<file path="src/rtl/cond_unit.sv">
// Conditional-execution unit: NZCV flag register, condition evaluation, strobe gating; COND_STATS_EN adds executed/squashed counters.
// Gated strobes are combinational (zero latency); flag and counter updates land on the next rising edge; no backpressure.
module cond_unit #(
    parameter int CNT_W = 16
) (
    input  logic             clk,
    input  logic             rst_n,
    input  logic             instr_valid,
    input  logic [3:0]       cond,
    input  logic [3:0]       alu_flags,
    input  logic [1:0]       flag_w,
    input  logic             pcs,
    input  logic             reg_w,
    input  logic             mem_w,
    input  logic             no_write,
    output logic             cond_ex,
    output logic             pc_src,
    output logic             reg_write,
    output logic             mem_write,
    output logic [3:0]       flags,
    output logic [CNT_W-1:0] exec_count,
    output logic [CNT_W-1:0] squash_count
);

    logic [1:0] r_nz;
    logic [1:0] r_cv;
    logic       w_n;
    logic       w_z;
    logic       w_c;
    logic       w_v;
    logic       w_pass;

    assign {w_n, w_z} = r_nz;
    assign {w_c, w_v} = r_cv;

    // Evaluated against the registered flags so an instruction never sees its own result.
    always_comb begin
        w_pass = 1'b0;
        case (cond)
            4'b0000: w_pass = w_z;
            4'b0001: w_pass = ~w_z;
            4'b0010: w_pass = w_c;
            4'b0011: w_pass = ~w_c;
            4'b0100: w_pass = w_n;
            4'b0101: w_pass = ~w_n;
            4'b0110: w_pass = w_v;
            4'b0111: w_pass = ~w_v;
            4'b1000: w_pass = w_c & ~w_z;
            4'b1001: w_pass = ~w_c | w_z;
            4'b1010: w_pass = (w_n == w_v);
            4'b1011: w_pass = (w_n != w_v);
            4'b1100: w_pass = ~w_z & (w_n == w_v);
            4'b1101: w_pass = w_z | (w_n != w_v);
            4'b1110: w_pass = 1'b1;
            default: w_pass = 1'b0;
        endcase
    end

    assign cond_ex   = w_pass & instr_valid & rst_n;
    assign pc_src    = pcs & cond_ex;
    assign reg_write = reg_w & cond_ex & ~no_write;
    assign mem_write = mem_w & cond_ex;
    assign flags     = {r_nz, r_cv};

    always_ff @(posedge clk or negedge rst_n) begin
        if (!rst_n) begin
            r_nz <= 2'b00;
            r_cv <= 2'b00;
        end else begin
            if (flag_w[1] && cond_ex) r_nz <= alu_flags[3:2];
            if (flag_w[0] && cond_ex) r_cv <= alu_flags[1:0];
        end
    end

`ifdef COND_STATS_EN
    logic [CNT_W-1:0] r_exec;
    logic [CNT_W-1:0] r_squash;
    logic             w_squash;

    assign w_squash = instr_valid & ~w_pass & rst_n;

    // Both counters stick at all-ones rather than wrapping.
    always_ff @(posedge clk or negedge rst_n) begin
        if (!rst_n) begin
            r_exec   <= '0;
            r_squash <= '0;
        end else begin
            if (cond_ex && (r_exec != {CNT_W{1'b1}}))
                r_exec <= r_exec + CNT_W'(1);
            if (w_squash && (r_squash != {CNT_W{1'b1}}))
                r_squash <= r_squash + CNT_W'(1);
        end
    end

    assign exec_count   = r_exec;
    assign squash_count = r_squash;
`else
    assign exec_count   = '0;
    assign squash_count = '0;
`endif

endmodule

</file>
<file path="config.mk">
export PLATFORM = sky130hd
export DESIGN_NAME = cond_unit
export DESIGN_NICKNAME = d
export VERILOG_FILES = /design/src/rtl/cond_unit.sv
export SDC_FILE = /design/constraint.sdc
export NUM_CORES = 1
export LEC_CHECK = 0
export ABC_CLOCK_PERIOD_IN_PS = 2450
export CAP_MARGIN = 40
export CORE_MARGIN = 3
export CORE_UTILIZATION = 30
export DETAILED_ROUTE_END_ITERATION = 12
export DONT_BUFFER_PORTS = 1
export PLACE_DENSITY = 0.42
export SETUP_SLACK_MARGIN = 0.1
export SLEW_MARGIN = 10
export SYNTH_ARGS = -nofsm -noshare
export SYNTH_HDL_FRONTEND = slang
export SYNTH_SLANG_ARGS = --single-unit
</file>
<file path="constraint.sdc">
create_clock -name clk -period 2.45 [get_ports clk]
set_input_delay 0.3675 -clock clk [delete_from_list [all_inputs] [get_ports clk]]
set_output_delay 0.3675 -clock clk [all_outputs]
set_load 0.05 [all_outputs]
</file>
==> results of run 1 <==
## cell usage in the layout (no fill, tap or decap)
cell type,n
sky130_fd_sc_hd__nand2b_1,2
sky130_fd_sc_hd__a31oi_1,2
sky130_fd_sc_hd__or3_1,1
sky130_fd_sc_hd__xnor2_4,1
sky130_fd_sc_hd__nand3_1,2
sky130_fd_sc_hd__nand2_1,7
sky130_fd_sc_hd__mux2i_1,3
sky130_fd_sc_hd__dfrtp_2,4
sky130_fd_sc_hd__a31oi_4,1
sky130_fd_sc_hd__inv_1,1
sky130_fd_sc_hd__and2_1,1
sky130_fd_sc_hd__dlygate4sd3_1,1
sky130_fd_sc_hd__mux2_2,4
sky130_fd_sc_hd__nor2_1,3
sky130_fd_sc_hd__mux2_4,1
sky130_fd_sc_hd__o21ai_0,2
sky130_fd_sc_hd__and3_1,2
sky130_fd_sc_hd__nand4_1,2
sky130_fd_sc_hd__buf_8,1
sky130_fd_sc_hd__o311ai_2,1
sky130_fd_sc_hd__buf_4,7
sky130_fd_sc_hd__o32ai_4,1
sky130_fd_sc_hd__and3b_2,1
sky130_fd_sc_hd__a211oi_1,1
sky130_fd_sc_hd__clkbuf_4,3
sky130_fd_sc_hd__and2_2,2
sky130_fd_sc_hd__a222oi_1,1
sky130_fd_sc_hd__conb_1,32
## Yosys cell counts (3+ instances only)
cell type,count
sky130_fd_sc_hd__nand2_1,7
sky130_fd_sc_hd__nor2_1,3
sky130_fd_sc_hd__mux2i_1,3
sky130_fd_sc_hd__buf_4,32
sky130_fd_sc_hd__a31oi_1,3
sky130_fd_sc_hd__mux2_2,4
sky130_fd_sc_hd__and2_1,3
sky130_fd_sc_hd__dfrtp_1,4
## what timing repair did
| item | in CTS | in global routing |
|---|---|---|
| resized for setup | 2 | 4 |
| endpoints found under the hold margin | 4 | 0 |
| pin swaps | 2 | 2 |
| cloned | 0 | 0 |
| setup endpoints to repair | 3 | 3 |
| setup buffers | 1 | 2 |
| hold buffers | 1 | 0 |
## worst max-delay path, delay by kind of cell, from the launching register on
family | cells | cell delay [ns]
and+or+nand+nor | 1 | 0.37
buffers and inverters | 2 | 0.32
DFF | 1 | 0.42
AOI/OAI and AO/OA | 3 | 0.55
## sequential cells by signal, indices dropped and copies added (netlist names)
register,cells
r_nz,2
r_cv,2
## through the flow
| stage | power, mW | utilization, % | instance area (um2) | cells |
|---|---|---|---|---|
| after floorplan | 0.578 | - | 805 | 113 |
| after global placement | 0.626 | 30.1 | 608 | 110 |
| after detailed placement | 0.627 | 30.1 | 608 | 110 |
| after CTS | 0.742 | 32.8 | 663 | 115 |
| after global routing | 0.852 | 35.0 | 708 | 117 |
| final | 0.807 | 35.0 | 708 | 117 |
## path summary, 6_finish.rpt
kind                                  endpoint  slack (ns)  depth (start not counted)
max                                  reg_write        0.18                          6
min                        r_cv[0]$_DFFE_PN0P_        0.29                          1
max reg2reg                r_cv[1]$_DFFE_PN0P_        0.47                          7
min reg2reg                r_nz[0]$_DFFE_PN0P_        0.57                          1
max in group asynchronous  r_nz[0]$_DFFE_PN0P_        1.85                          1
min in group asynchronous  r_cv[0]$_DFFE_PN0P_        0.41                          1
## routing by layer
layer	up-vias	track usage (%)	routed length, um
met5	-	0	0
met4	0	6.38	0
met3	0	2.56	178
met2	38	15.9	652
met1	232	9.31	473
li1	233	-	-
## kinds of logic (layout without fill, tap and decap cells)
kind of cell / count (synthesis) / after routing / share of synthesized area, %
AOI/OAI and AO/OA: 9 / 9 / 9.72
xor gates and xnor gates: 1 / 1 / 1.33
DFF: 4 / 4 / 15.2
other: 1 / 32 / 0.571
buffers and inverters: 36 / 13 / 41.3
and+or+nand+nor: 23 / 23 / 18.1
muxes: 8 / 8 / 13.7
## final cells by class
cell class	instances	area, um2
flip-flops and latches	4	105
well taps	27	33.8
fillers	210	1310
clock buffers	3	22.5
repair buffers	9	77.6
multi-input cells	73	465
inverters	1	3.75
## report_power, final
part           leakage (nW)  total, mW  switching, mW  internal, mW
clock network        0.0138     0.0788         0.0242        0.0546
logic                 0.275      0.566          0.364         0.201
registers            0.0435      0.163         0.0557         0.107
total                 0.333      0.807          0.444         0.363
==> run summary, run 1 <==
Input and output buffers added on the ports amount to 0. Setup repair after global routing could not meet its margin everywhere. For the pre-CTS worst setup slack, the log shows 0.268 ns. The first global-routing pass estimated 1850 um of wire. The post-route netlist has 30.0% of its cells at a drive strength greater than 1.

The kind of critical path is reg -> out. STA puts the critical path data required time at 2.08 ns. Detailed placement ended at an HPWL of 1080 um. The run gives 82 as the synthesized instance count.

The mapped cell area is 657 um2, and the count of distinct cell types in the synthesized netlist is 25. The area share of the largest cell type after synthesis is 36.6%, and the placeable core region is 2020 um2. For the largest net degree at the start of global routing, the log shows 12. The logs give 2790 um2 for the die area and 0 for the number of endpoints failing setup at the final stage. STA puts the critical path data arrival time at 1.90 ns.

For this run, the leading register cell type out of synthesis is sky130_fd_sc_hd__dfrtp_1. The die extent in x came out at 52.8 um. The worst setup path is launched from a flop. The final critical path takes up 92.5% of the cycle. The average size of a mapped cell was 8.01 um2; the clock period minus worst slack was 2.27 ns. The power density of the placed cells came out at 1140 nW/um2. The critical hold path startpoint is alu_flags[0]. The sequential-to-total area share from yosys stat is 15.2%. IR analysis of the VDD net gives a maximum drop of 533 uV. By area the synthesized netlist is led by sky130_fd_sc_hd__buf_4 (37%), sky130_fd_sc_hd__dfrtp_1 (15%), sky130_fd_sc_hd__mux2_2 (6.9%), sky130_fd_sc_hd__mux2i_1 (4.6%), sky130_fd_sc_hd__nand2_1 (4.0%). The number of I/O pins was 57; the remaining design rule violation count was 0. The number of clock sinks was 4; the summed negative setup slack over all endpoints was 0 ns. The number of global-route vias before repair was 418. Hold is met by 0.289 ns. The maximum root-to-sink buffer count was 2. TritonCTS built the clock tree. The number of rows in the core area is 16, and the largest fanout of any net on the critical path is 4. At the end of routability-driven placement, the weighted congestion stood at 0.736. The worst register-to-register path begins at r_nz[0]$_DFFE_PN0P_. For the worst-case setup margin in the final layout, the log shows 0.184 ns. Counting flops and latches in the post-synthesis netlist gives 4. For the max-slew violation count, the log shows 0. For this run, asynchronously set or reset flops after synthesis account for 100%. The initial antenna violation count came out at 0.

Across all layers, the routed design uses 503 vias. Clock latency at the later pin of the worst-skew pair: 0.23 ns. The hold violation count in the final report is 0, and the clock-pin slew reported for the worst setup and hold paths after clock tree synthesis is 0.04 ns.

For this run the aggregate overflow at the end of global routing stands at 0. For this design the static power due to leakage is 0.333 nW. Buffers inserted during clock tree synthesis total 3. The Yosys step of the flow raised 0 warnings. Library cell used as clock root buffer: sky130_fd_sc_hd__clkbuf_4.

The number of optimization iterations in the first detailed-route pass was 4. Cell type of the slowest stage on the worst timing path: sky130_fd_sc_hd__dfrtp_2. The tools report the number of antenna-violating nets in the routed design as 0. The run gives 1310 um as the total wire length after detailed routing. The run finished with clean final reports. Critical path launch point: r_nz[0]$_DFFE_PN0P_.

The synthesized design spends more area on one cell type than any other, namely sky130_fd_sc_hd__buf_4. The worst clock skew is 0.000788 ns, and the number of enable flip-flop cells after synthesis is 0. From bottom edge to top edge, the die measures 52.8 um.

The worst hold path class was in -> reg. Walking the worst path, the cells encountered are buf_8 -> o32ai_4 -> o311ai_2 -> buf_4 -> a31oi_4 -> and3b_2. Compared with the post-synthesis result, the final layout area differs by 7.81%.

The number of H-tree levels is 1. In this design, the stage delay of the slowest critical-path cell is 0.42 ns. The run gives 109 as the number of nets at the end of the flow. STA classifies the critical path endpoint as an output port. Using the TritonRoute via totals, the vias-per-cell ratio works out to 4.30.

In the global route stage, overall resource usage came out at 9.16%. After the first detailed-routing iteration, the DRC count stood at 3. In the final routed layout, each cell accounts on average for 11.2 um. The repair_antennas step left the layout with diodes totalling 0. Once the floorplan was initialized, standard cells occupied 32.5% of the core. The number of max-capacitance violations reported came out at 0. Static timing analysis puts the maximum clock frequency at 441 MHz.
No activity file was read; power rests on OpenSTA's default activity.
==> inputs of run 2 (changes only) <==
- CORE_UTILIZATION: 30 -> 45
- PLACE_DENSITY: 0.42 -> 0.58
- RECOVER_POWER: default -> 50
- TNS_END_PERCENT: default -> 5
==> run summary, run 2 (synthesis results as in run 1) <==
The sequential group share of total power is 22.4% (+2.2 points), and the share of the clock period used by the worst path is 92.1% (-0.35 points). The largest registers in the layout are r_cv (2), r_nz (2). The power density of the placed cells is 1110 nW/um2 (-2.8%), and the initial detailed-routing violation count is 10 (+7).

The net switching share of the total power is 58.1% (+3.0 points), and the max-slew violation count is 0 (unchanged). The flow ran to the end, and the final reports show no timing, DRC or antenna violations. The fmax was 443 MHz (+0.38%). The worst clock skew is 0.000379 ns (-0.000409 ns), and the number of buffers inserted during clock tree synthesis is 3 (unchanged). The initial antenna violation count was 0 (unchanged). The number of rows in the core area came out at 13 (-3). The run gives 49.2% (+17 points) as the effective utilization at floorplan. Combinational fraction of design power: 66.5% (-3.6 points). In the layout the commonest cells are sky130_fd_sc_hd__conb_1 (32), sky130_fd_sc_hd__nand2_1 (7), sky130_fd_sc_hd__buf_4 (5). The tools report the antenna diode count as 0 (unchanged).

For the remaining max-slew budget at the tightest pin, the log shows 58.8%. Internal power contribution: 299 uW (-18%). STA classifies the critical path startpoint as a flop. The critical path is of the reg -> out type. The slew at the pin with the worst max-slew slack came out at 0.619 ns.

The tree is rooted in a sky130_fd_sc_hd__clkbuf_4. The hold violation count in the final report was 0 (unchanged); the die extent in x was 44.2 um (-16%). The half-perimeter wire length after placement was 987 um (-8.8%); the area of the multi-input gates was 435 um2 (-6.5%). The tools report the endpoint of the most critical register-to-register path as r_nz[0]$_DFFE_PN0P_.

The clock-pin slew reported for the worst setup and hold paths after clock tree synthesis came out at 0.04 ns (about the same). The summed negative setup slack over all endpoints was 0 ns (unchanged); the largest fanout of any net on the critical path was 6 (+2). The leakage power summed over all cells was 0.315 nW (-5.3%).

The number of max-capacitance violations reported came out at 0 (unchanged). Number of clock sinks: 4 (unchanged). Total wire length after detailed routing: 1250 um (-4.3%).

The tools report the endpoint class of the critical path as an output port. The clock network power share was 11.1% (+1.3 points). The total global routing track utilization was 13.3% (+4.1 points); the post-detailed-route wirelength per cell was 11.9 um (+6.6%). Critical hold path startpoint: alu_flags[0].

The number of vias in the routed layout is 510 (+1.4%). The number of I/O pins was 57 (unchanged). The clock latency at the later pin of the worst-skew pair is 0.23 ns (about the same). TritonCTS built the clock tree. The logs give 109 (unchanged) for the number of nets at the end of the flow and 478 (+14%) for the number of global-route vias before repair. The number of endpoints failing setup at the final stage was 0 (unchanged). The remaining design rule violation count came out at 0 (unchanged). The run gives 105 um2 (unchanged) as the storage element area. The logs give 4 (unchanged) for the number of optimization iterations in the first detailed-route pass and 1950 um2 (-30%) for the die area.

The maximum root-to-sink buffer count is 2 (unchanged). Number of antenna-violating nets in the routed design: 0 (unchanged). In this run the critical register-to-register path is launched from r_nz[0]$_DFFE_PN0P_. Die outline height: 44.2 um (-16%). The worst hold path class was in -> reg. The clock period minus worst slack was 2.26 ns (-0.00867 ns).

The average via count per standard cell came out at 4.86 (+13%). The largest net degree at the start of global routing came out at 12 (unchanged). The worst-case setup margin in the final layout is 0.193 ns (+0.00867 ns).

The global route total overflow is 0 (unchanged), and the count of filler cells inserted in the layout is 141 (-33%). The logs give 0.45 ns (-0.02 ns) for the setup slack of the most critical reg-to-reg path and 1910 um (+3.4%) for the wire length of the first global-routing pass. The pre-CTS worst setup slack was 0.312 ns (+0.0440 ns); the path depth of the worst reg2reg path was 7 (unchanged).

For the required time at the worst-slack endpoint, the log shows 2.08 ns (about the same). Data arrival time of the critical path: 1.89 ns (about the same). The fraction of layout instances using a drive strength above 1 is 25.6% (-4.4 points), and the placer congestion estimate is 0.728 (-1.1%). The count of input and output buffers came out at 0 (unchanged).

The instance count along the most critical hold path was 1 (unchanged); the net switching power figure was 414 uW (-6.7%). The leading cell type in the layout, fill and taps excluded was sky130_fd_sc_hd__conb_1. The maximum vdd ir drop was 622 uV (+17%).

Setup repair after global routing left no endpoint under its margin. The area added between synthesis and finish was -1.90%; the number of H-tree levels was 1 (unchanged). The hold path endpoint is r_cv[0]$_DFFE_PN0P_. The placeable core region was 1330 um2 (-34%).
[run 2: cell count changes in the layout (fill, tap and decap cells not counted)]
cell and delta:
sky130_fd_sc_hd__xnor2_2 +1, sky130_fd_sc_hd__o32ai_4 -1, sky130_fd_sc_hd__xnor2_4 -1, sky130_fd_sc_hd__buf_8 -1, sky130_fd_sc_hd__buf_4 -2, sky130_fd_sc_hd__o32ai_1 +1, sky130_fd_sc_hd__clkbuf_1 +3
[run 2: area by class of cell]
class | instances | area share, %
Sequential cell | 4 | 16.3
Tap cell | 15 | 2.91
Multi-Input combinational cell | 73 | 67.6
Inverter | 1 | 0.583
Timing Repair Buffer | 9 | 9.13
Clock buffer | 3 | 3.50
[run 2: worst max path at each step]
| stage | from | end | slack, ns | depth (start not counted) |
|---|---|---|---|---|
| after floorplan | r_nz[0]$_DFFE_PN0P_ | reg_write | 0.07 | 5 |
| after global placement | r_nz[0]$_DFFE_PN0P_ | reg_write | 0.33 | 5 |
| after detailed placement | r_nz[0]$_DFFE_PN0P_ | reg_write | 0.31 | 5 |
| after CTS | r_nz[1]$_DFFE_PN0P_ | reg_write | 0.10 | 5 |
| after global routing | r_nz[0]$_DFFE_PN0P_ | reg_write | 0.10 | 6 |
| final | r_nz[0]$_DFFE_PN0P_ | reg_write | 0.19 | 6 |
[run 2: what timing repair did]
item | CTS | global route
hold buffers | 1 | 0
buffers inserted | 2 | 1
gates resized for setup | 0 | 1
endpoints found under the setup margin | 3 | 4
pin swaps | 1 | 2
endpoints found under the hold margin | 4 | 0
[run 2: per-layer routing]
layer  part of all wire (%)  track usage (%)  up-vias
met4                    1.1             10.2        0
met2                     55             23.8       36
met5                      0                0        -
met3                     10             3.66        2
met1                     34             12.5      236
li1                       -                -      236
[run 2: power by group through the flow]
stage                     Sequential [mW]  Combinational, mW  Clock, mW
after global routing                0.169              0.501     0.0880
final                               0.160              0.474     0.0794
after global placement              0.154              0.466          0
after floorplan                     0.268              0.310          0
after CTS                           0.155              0.479     0.0847
after detailed placement            0.156              0.465          0
[run 2: through the flow]
step | hold WS (ns) | area [um2] | utilization, % | power (mW) | std cells
finish | 0.286 | 644 | 48.3 | 0.713 | 105
global route | 0.281 | 644 | 48.3 | 0.758 | 105
CTS | 0.276 | 641 | 48.0 | 0.719 | 104
detailed placement | 0.0721 | 593 | 44.5 | 0.621 | 98
global placement | 0.0721 | 593 | 44.5 | 0.621 | 98
floorplan | 0.0719 | 805 | - | 0.578 | 113
[run 2: worst max-delay path, stage by stage, from the launching register on]
cell and delay (ns):
sky130_fd_sc_hd__dfrtp_2 0.43, sky130_fd_sc_hd__mux2_4 0.27, sky130_fd_sc_hd__mux2i_1 0.12, sky130_fd_sc_hd__a222oi_1 0.10, sky130_fd_sc_hd__buf_4 0.16, sky130_fd_sc_hd__a31oi_4 0.19
sky130_fd_sc_hd__and3b_2 0.37
